### src/rtl/shared_resource_arbiter.sv
// shared_resource_arbiter
//
// Shares one multi-cycle resource between two pipelines. At most one
// transaction is in flight. Ties go to the pipeline that was not granted
// most recently. An owner that flushes its in-flight request still lets the
// resource finish, but it does not receive a response.
//
// Ports
//   clk, reset                : clock; asynchronous active-high reset
//   req_valid_x, req_data_x   : request and operand from pipeline x (1/2)
//   flush_x                   : pipeline x discards its pending/in-flight request
//   stall_x                   : request from pipeline x not accepted this cycle
//   res_start, res_data       : one-cycle start pulse and operand to the resource
//   res_done, res_result      : one-cycle completion pulse and result from the resource
//   resp_valid_x, resp_data_x : one-cycle response to pipeline x; data holds otherwise

module shared_resource_arbiter #(
    parameter int DATA_W = 32
) (
    input  logic              clk,
    input  logic              reset,
    input  logic              req_valid_1,
    input  logic              req_valid_2,
    input  logic [DATA_W-1:0] req_data_1,
    input  logic [DATA_W-1:0] req_data_2,
    input  logic              flush_1,
    input  logic              flush_2,
    output logic              stall_1,
    output logic              stall_2,
    output logic              res_start,
    output logic [DATA_W-1:0] res_data,
    input  logic              res_done,
    input  logic [DATA_W-1:0] res_result,
    output logic              resp_valid_1,
    output logic              resp_valid_2,
    output logic [DATA_W-1:0] resp_data_1,
    output logic [DATA_W-1:0] resp_data_2
);

    localparam logic [1:0] IDLE  = 2'd0;
    localparam logic [1:0] ISSUE = 2'd1;
    localparam logic [1:0] WAIT  = 2'd2;
    localparam logic [1:0] RESP  = 2'd3;

    logic [1:0]        state;
    logic              owner_2;       // 1: pipeline 2 owns the transaction
    logic              last_grant_2;  // 1: pipeline 2 was granted most recently
    logic              drop;
    logic [DATA_W-1:0] operand_q;
    logic [DATA_W-1:0] result_q;
    logic [DATA_W-1:0] hold_1;
    logic [DATA_W-1:0] hold_2;

    logic accept_1;
    logic accept_2;
    logic grant_1;
    logic grant_2;
    logic flush_owner;
    logic discard;

    // A flushed request is not a contender. On a tie, the pipeline that
    // lost last time wins.
    always_comb begin
        accept_1    = req_valid_1 & ~flush_1;
        accept_2    = req_valid_2 & ~flush_2;
        grant_1     = (state == IDLE) & accept_1 & (~accept_2 | last_grant_2);
        grant_2     = (state == IDLE) & accept_2 & (~accept_1 | ~last_grant_2);
        stall_1     = accept_1 & ~grant_1;
        stall_2     = accept_2 & ~grant_2;
        flush_owner = owner_2 ? flush_2 : flush_1;
        // A flush that arrives in the RESP cycle suppresses that cycle's
        // response immediately. The registered drop flag cannot take effect
        // until the next cycle.
        discard      = drop | flush_owner;
        res_start    = (state == ISSUE);
        res_data     = operand_q;
        resp_valid_1 = (state == RESP) & ~owner_2 & ~discard;
        resp_valid_2 = (state == RESP) & owner_2 & ~discard;
        resp_data_1  = resp_valid_1 ? result_q : hold_1;
        resp_data_2  = resp_valid_2 ? result_q : hold_2;
    end

    // Transaction FSM. A res_done that arrives in ISSUE is taken directly.
    // A res_done that arrives in IDLE or RESP belongs to no live
    // transaction, so it is ignored.
    always_ff @(posedge clk or posedge reset) begin
        if (reset) begin
            state        <= IDLE;
            owner_2      <= 1'b0;
            last_grant_2 <= 1'b1;
            drop         <= 1'b0;
            operand_q    <= '0;
            result_q     <= '0;
        end else begin
            case (state)
                IDLE: begin
                    if (grant_1 | grant_2) begin
                        owner_2      <= grant_2;
                        last_grant_2 <= grant_2;
                        operand_q    <= grant_2 ? req_data_2 : req_data_1;
                        drop         <= 1'b0;
                        state        <= ISSUE;
                    end
                end
                ISSUE: begin
                    if (flush_owner) begin
                        drop <= 1'b1;
                    end
                    if (res_done) begin
                        result_q <= res_result;
                        state    <= RESP;
                    end else begin
                        state <= WAIT;
                    end
                end
                WAIT: begin
                    if (flush_owner) begin
                        drop <= 1'b1;
                    end
                    if (res_done) begin
                        result_q <= res_result;
                        state    <= RESP;
                    end
                end
                RESP: begin
                    if (flush_owner) begin
                        drop <= 1'b1;
                    end
                    state <= IDLE;
                end
                default: state <= IDLE;
            endcase
        end
    end

    // Each pipeline's response data stays at its last delivered value while
    // its response valid is low.
    always_ff @(posedge clk or posedge reset) begin
        if (reset) begin
            hold_1 <= '0;
            hold_2 <= '0;
        end else begin
            if (resp_valid_1) begin
                hold_1 <= result_q;
            end
            if (resp_valid_2) begin
                hold_2 <= result_q;
            end
        end
    end

endmodule

### config.mk
export PLATFORM = sky130hd
export DESIGN_NAME = shared_resource_arbiter
export DESIGN_NICKNAME = d
export VERILOG_FILES = /design/src/rtl/shared_resource_arbiter.sv
export SDC_FILE = /design/constraint.sdc
export NUM_CORES = 1
export LEC_CHECK = 0
export CAP_MARGIN = 20
export CORE_MARGIN = 2
export CORE_UTILIZATION = 44
export DETAILED_ROUTE_END_ITERATION = 10
export PLACE_DENSITY = 0.89
export SLEW_MARGIN = 0
export SYNTH_ARGS = -nofsm -noshare
export SYNTH_HDL_FRONTEND = slang
export SYNTH_SLANG_ARGS = --single-unit
### constraint.sdc
create_clock -name clk -period 4.7 [get_ports clk]
set_input_delay 0.47 -clock clk [delete_from_list [all_inputs] [get_ports clk]]
set_output_delay 0.47 -clock clk [all_outputs]
set_load 0.05 [all_outputs]
# Word-level counts from Yosys, hierarchy flattened

Index checks and enable logic that the tools add are counted.
Widths: inputs -> output; s select.

Word-level logic and storage cells: 57
Bits in registers: 133
Output and inout port bits: 101
Input bits: 103

Reductions and logical operators: 7
Eq/ne operators: 6
Bitwise operators: 25
Multiplexer cells: 11

Operator list:

| operator           | number |
|---|---|
| $mux 32            | 3 |
| $and 1x1->1        | 12 |
| $not 1->1          | 9 |
| $pmux 2 s4         | 1 |
| $reduce_and 2->1   | 4 |
| $eq 2x2->1 const B | 2 |
| $mux 1             | 4 |
| $mux 2             | 2 |
| $ne 2x1->1 const B | 2 |
| $or 1x1->1         | 4 |
| $reduce_or 3->1    | 1 |
| $eq 2x1->1 const B | 1 |
| $logic_not 2->1    | 1 |
| $ne 2x2->1 const B | 1 |
| $pmux 1 s2         | 1 |
| $reduce_or 2->1    | 1 |

# Depth between registers and ports, before layout

Depth after elaboration: 8
Mapped depth: 7

# Worst setup path after synthesis

Ideal clock, no wire load.

Path type: register to output
Start: register state[0]
End: output port stall_2
Buffers on the path: 2
Slack: 2.412 ns
Cell stages (with the launch flop): 7
Data arrival time: 1.818 ns
Path through: dfrtp_1 > inv_1 > ha_1 > and3_1 > buf_2 > buf_4 > nor2_1

Cells in the longest elaborated chain, start to end: 5

RTL lines:

| what                     | RTL line | RTL |
|---|---|---|
| start, declared          | 45       | `logic [1:0] state;` |
| start signal, assigned   | 88       | `state <= IDLE;` |
| start signal, assigned   | 102      | `state <= ISSUE;` |
| start signal, assigned   | 111      | `state <= RESP;` |
| $logic_not 2->1          | 67       | `grant_2 = (state == IDLE) & accept_2 & (~accept_1 \| ~last_grant_2);` |
| $and 1x1->1 (2 in a row) | 67       |  |
| $not 1->1                | 69       | `stall_2 = accept_2 & ~grant_2;` |
| $and 1x1->1              | 69       |  |
| end, declared            | 29       | `output logic stall_2,` |

No other way between the ends.

# Final worst setup path

Start: register state[0]
End: output port resp_data_2[27]

Cells in the longest elaborated chain, start to end: 4

RTL lines:

| what                     | RTL line | RTL |
|---|---|---|
| $eq 2x2->1               | 78       | `resp_valid_2 = (state == RESP) & owner_2 & ~discard;` |
| $and 1x1->1 (2 in a row) | 78       |  |
| $mux 32                  | 80       | `resp_data_2 = resp_valid_2 ? result_q : hold_2;` |
| end, declared            | 37       | `output logic [DATA_W-1:0] resp_data_2` |

No other way between the ends.

==> impl_metrics.ini <==
[run_status]
status = finished clean

[sta]
fmax_ghz = 0.2946
rsz0062_at_grt = false
relSlewSlack_pct = 55.20
finalClockSkew_ns = 0.005217
worst_pin_slew_ns = 0.6712
finalSetupViolations = 0
period_share_pct = 72.22
timing.final.crit_period_ns = 3.394
finalHoldViolations = 0
fin_tns_setup_ns = 0
slew_violations = 0

[final_layout]
fill_cells = 844
finalNetCount = 732
drive_gt1_share_pct = 21.42
antenna_cells = 0
design_area_mm2 = 0.008099
syn_to_final_growth_pct = 49.63
layout.cells.non_filler = 782

[hold_path]
hp-class = flip-flop to flip-flop

[synth]
synth_edf_count = 0
synthTopCellsByArea = dfrtp_1, mux2_2, nand2_1
ys_top_cells_by_count = dfrtp_1, mux2_2, nand2_1
yosysWarnings = 0
yosysSeqAreaShare_pct = 61.51
synth_top_flop_cell = dfrtp_1
synthCells = 419
yosysMostFrequentCell = dfrtp_1
synth.cell_area_mm2 = 0.005413
synth_area_per_cell_um2 = 12.92
yosysTopAreaCellShare_pct = 61.03
syn_nets = 527
ys_seq_elements = 133
synthArstFlopShare_pct = 100.0
yosysUniqueCellTypes = 30
yosys.area.top_type = dfrtp_1

[grt]
grt_pass1_vias = 4190
antenna_found_initial = 0
grt_max_degree = 54
grt_overflow_total = 0
grt_pass1_wl_mm = 20.98
grtUsageTotal_pct = 20.84

[detailed_routing]
drt-wirelength-per-cell_um = 17.01
drt_iter0_markers = 258
drc_errors = 0
firstDrtPassIters = 4
routed_via_density = 5.054
finalWirelength_mm = 13.30
dr_total_vias = 3952
drtAntennaViolNets = 0

[critical_path]
max_stage_delay_ns = 0.71
cp.required_ns = 4.23
worstPathArrival_ns = 2.92
endpoint_kind = primary output
startpoint_type = flip-flop
slowest_stage = clkdlybuf4s50_1
cp_max_fo = 32
worstSetupPathType = flip-flop to primary output
worstPathCellList = ha_1, nor4bb_4, buf_4, mux2_2, clkdlybuf4s50_1

[floorplan]
fp-row-count = 40
fp.coreArea_mm2 = 0.01201
initial_utilization_pct = 45.06
fp.dieW_um = 114.9
die_y_um = 114.9
dieArea_mm2 = 0.01320
io_pins = 204

[job]
drv_cap = 0

[power]
p_leak_nw = 3.472
ir_drop_mv = 0.4217
powerDensity_mw_per_mm2 = 857.6

[clocking]
numClockSinks = 133
cts_tree = done
ctsLongestPathBuffers = 2
post-cts-setup-buffer-count = 0
insertion_delay_ns = 0.41
clock-root-buffer = clkbuf_16
cts_inserted_buffers = 17
cts_max_level = 4
hold_buffers = 0
path_clk_slew_ns = 0.05
cts_resized = 0

[placed_design]
dp_hpwl_mm = 9.684
placedInstanceArea_mm2 = 0.007545
port_buffers = 203
gp_congestion = 0.7697
dp_cells = 752
## layout by cell type, fill, tap and decap left out, types with 3 or more instances in the layout
master           count
clkbuf_8             5
nand2_1             65
mux2_2              97
dfrtp_1            132
clkbuf_1             4
clkinv_2             3
a21oi_1              3
a31oi_1             32
o21ai_0              3
nor2_1              34
clkbuf_16           17
clkdlybuf4s50_1    203
ha_1                 5
buf_4                7
inv_1                5
## worst max-delay path: cells and delay by family, from the launching register on
family / cells / cell delay [ns]
multiplexers: 1 / 0.40
AND/OR/NAND/NOR: 1 / 0.31
flip-flops: 1 / 0.41
buffers and inverters: 2 / 1.14
adder cells (fa/ha/maj): 1 / 0.21
## layout make-up
class	instances	area, µm²	share of cell area, %
sequential	133	3329	41.11
multi-input combinational	256	1922	23.73
clock inverter	4	45.04	0.5562
timing repair buffer	210	2085	25.74
tap	147	183.9	2.271
inverter	6	25.02	0.3090
clock buffer	26	509.2	6.288
## worst paths after layout
| path | start | end | slack, ns | depth (start not counted) |
|---|---|---|---|---|
| setup / recovery | state[0] | resp_data_2[27] | 1.31 | 5 |
| hold / removal | hold_1[4] | hold_1[4] | 0.49 | 1 |
| setup reg to reg | state[0] | result_q[9] | 2.42 | 5 |
| hold reg to reg | hold_1[4] | hold_1[4] | 0.49 | 1 |
| max in group asynchronous | reset | res_data[25] | 3.18 | 3 |
| min in group asynchronous | reset | hold_1[30] | 0.51 | 2 |
## flip-flops by register name, indices dropped and copies added (netlist names)
register,flops
drop,1
hold_1,32
hold_2,32
last_grant_2,1
owner_2,1
res_data,32
result_q,32
state,2
## kinds of logic (layout without fill, tap and decap cells)
kind of cell,after synthesis,after routing,synth area share (%)
DFF,133,133,61.51
and+or+nand+nor,112,112,8.807
muxes,98,98,20.39
AOI/OAI and AO/OA,41,41,4.739
buffers and inverters,30,246,3.398
adders and majority gates,5,5,1.156
## metal layers
metal | global-route usage (%) | share of wire, %
met5 | 0 | 0
met1 | 22.58 | 39
met2 | 37.29 | 51
met3 | 7.749 | 8.2
met4 | 7.550 | 1.3
## stage by stage
step / utilization, % / hold slack (ns) / total power [mW] / setup WS (ns)
floorplan: - / 0.4758 / 4.507 / 0.6773
global placement: 62.81 / 0.4709 / 5.617 / 1.403
detailed placement: 62.81 / 0.4808 / 5.752 / 1.341
CTS: 67.43 / 0.4917 / 7.008 / 1.254
global route: 67.43 / 0.5057 / 7.270 / 1.184
finish: 67.43 / 0.4896 / 6.946 / 1.306
## power breakdown
part	switching (mW)	internal [mW]
combinational	2.34	1.37
clock	0.440	0.789
sequential	0.288	1.72
total	3.06	3.88
(Power assumes the default switching activity.)
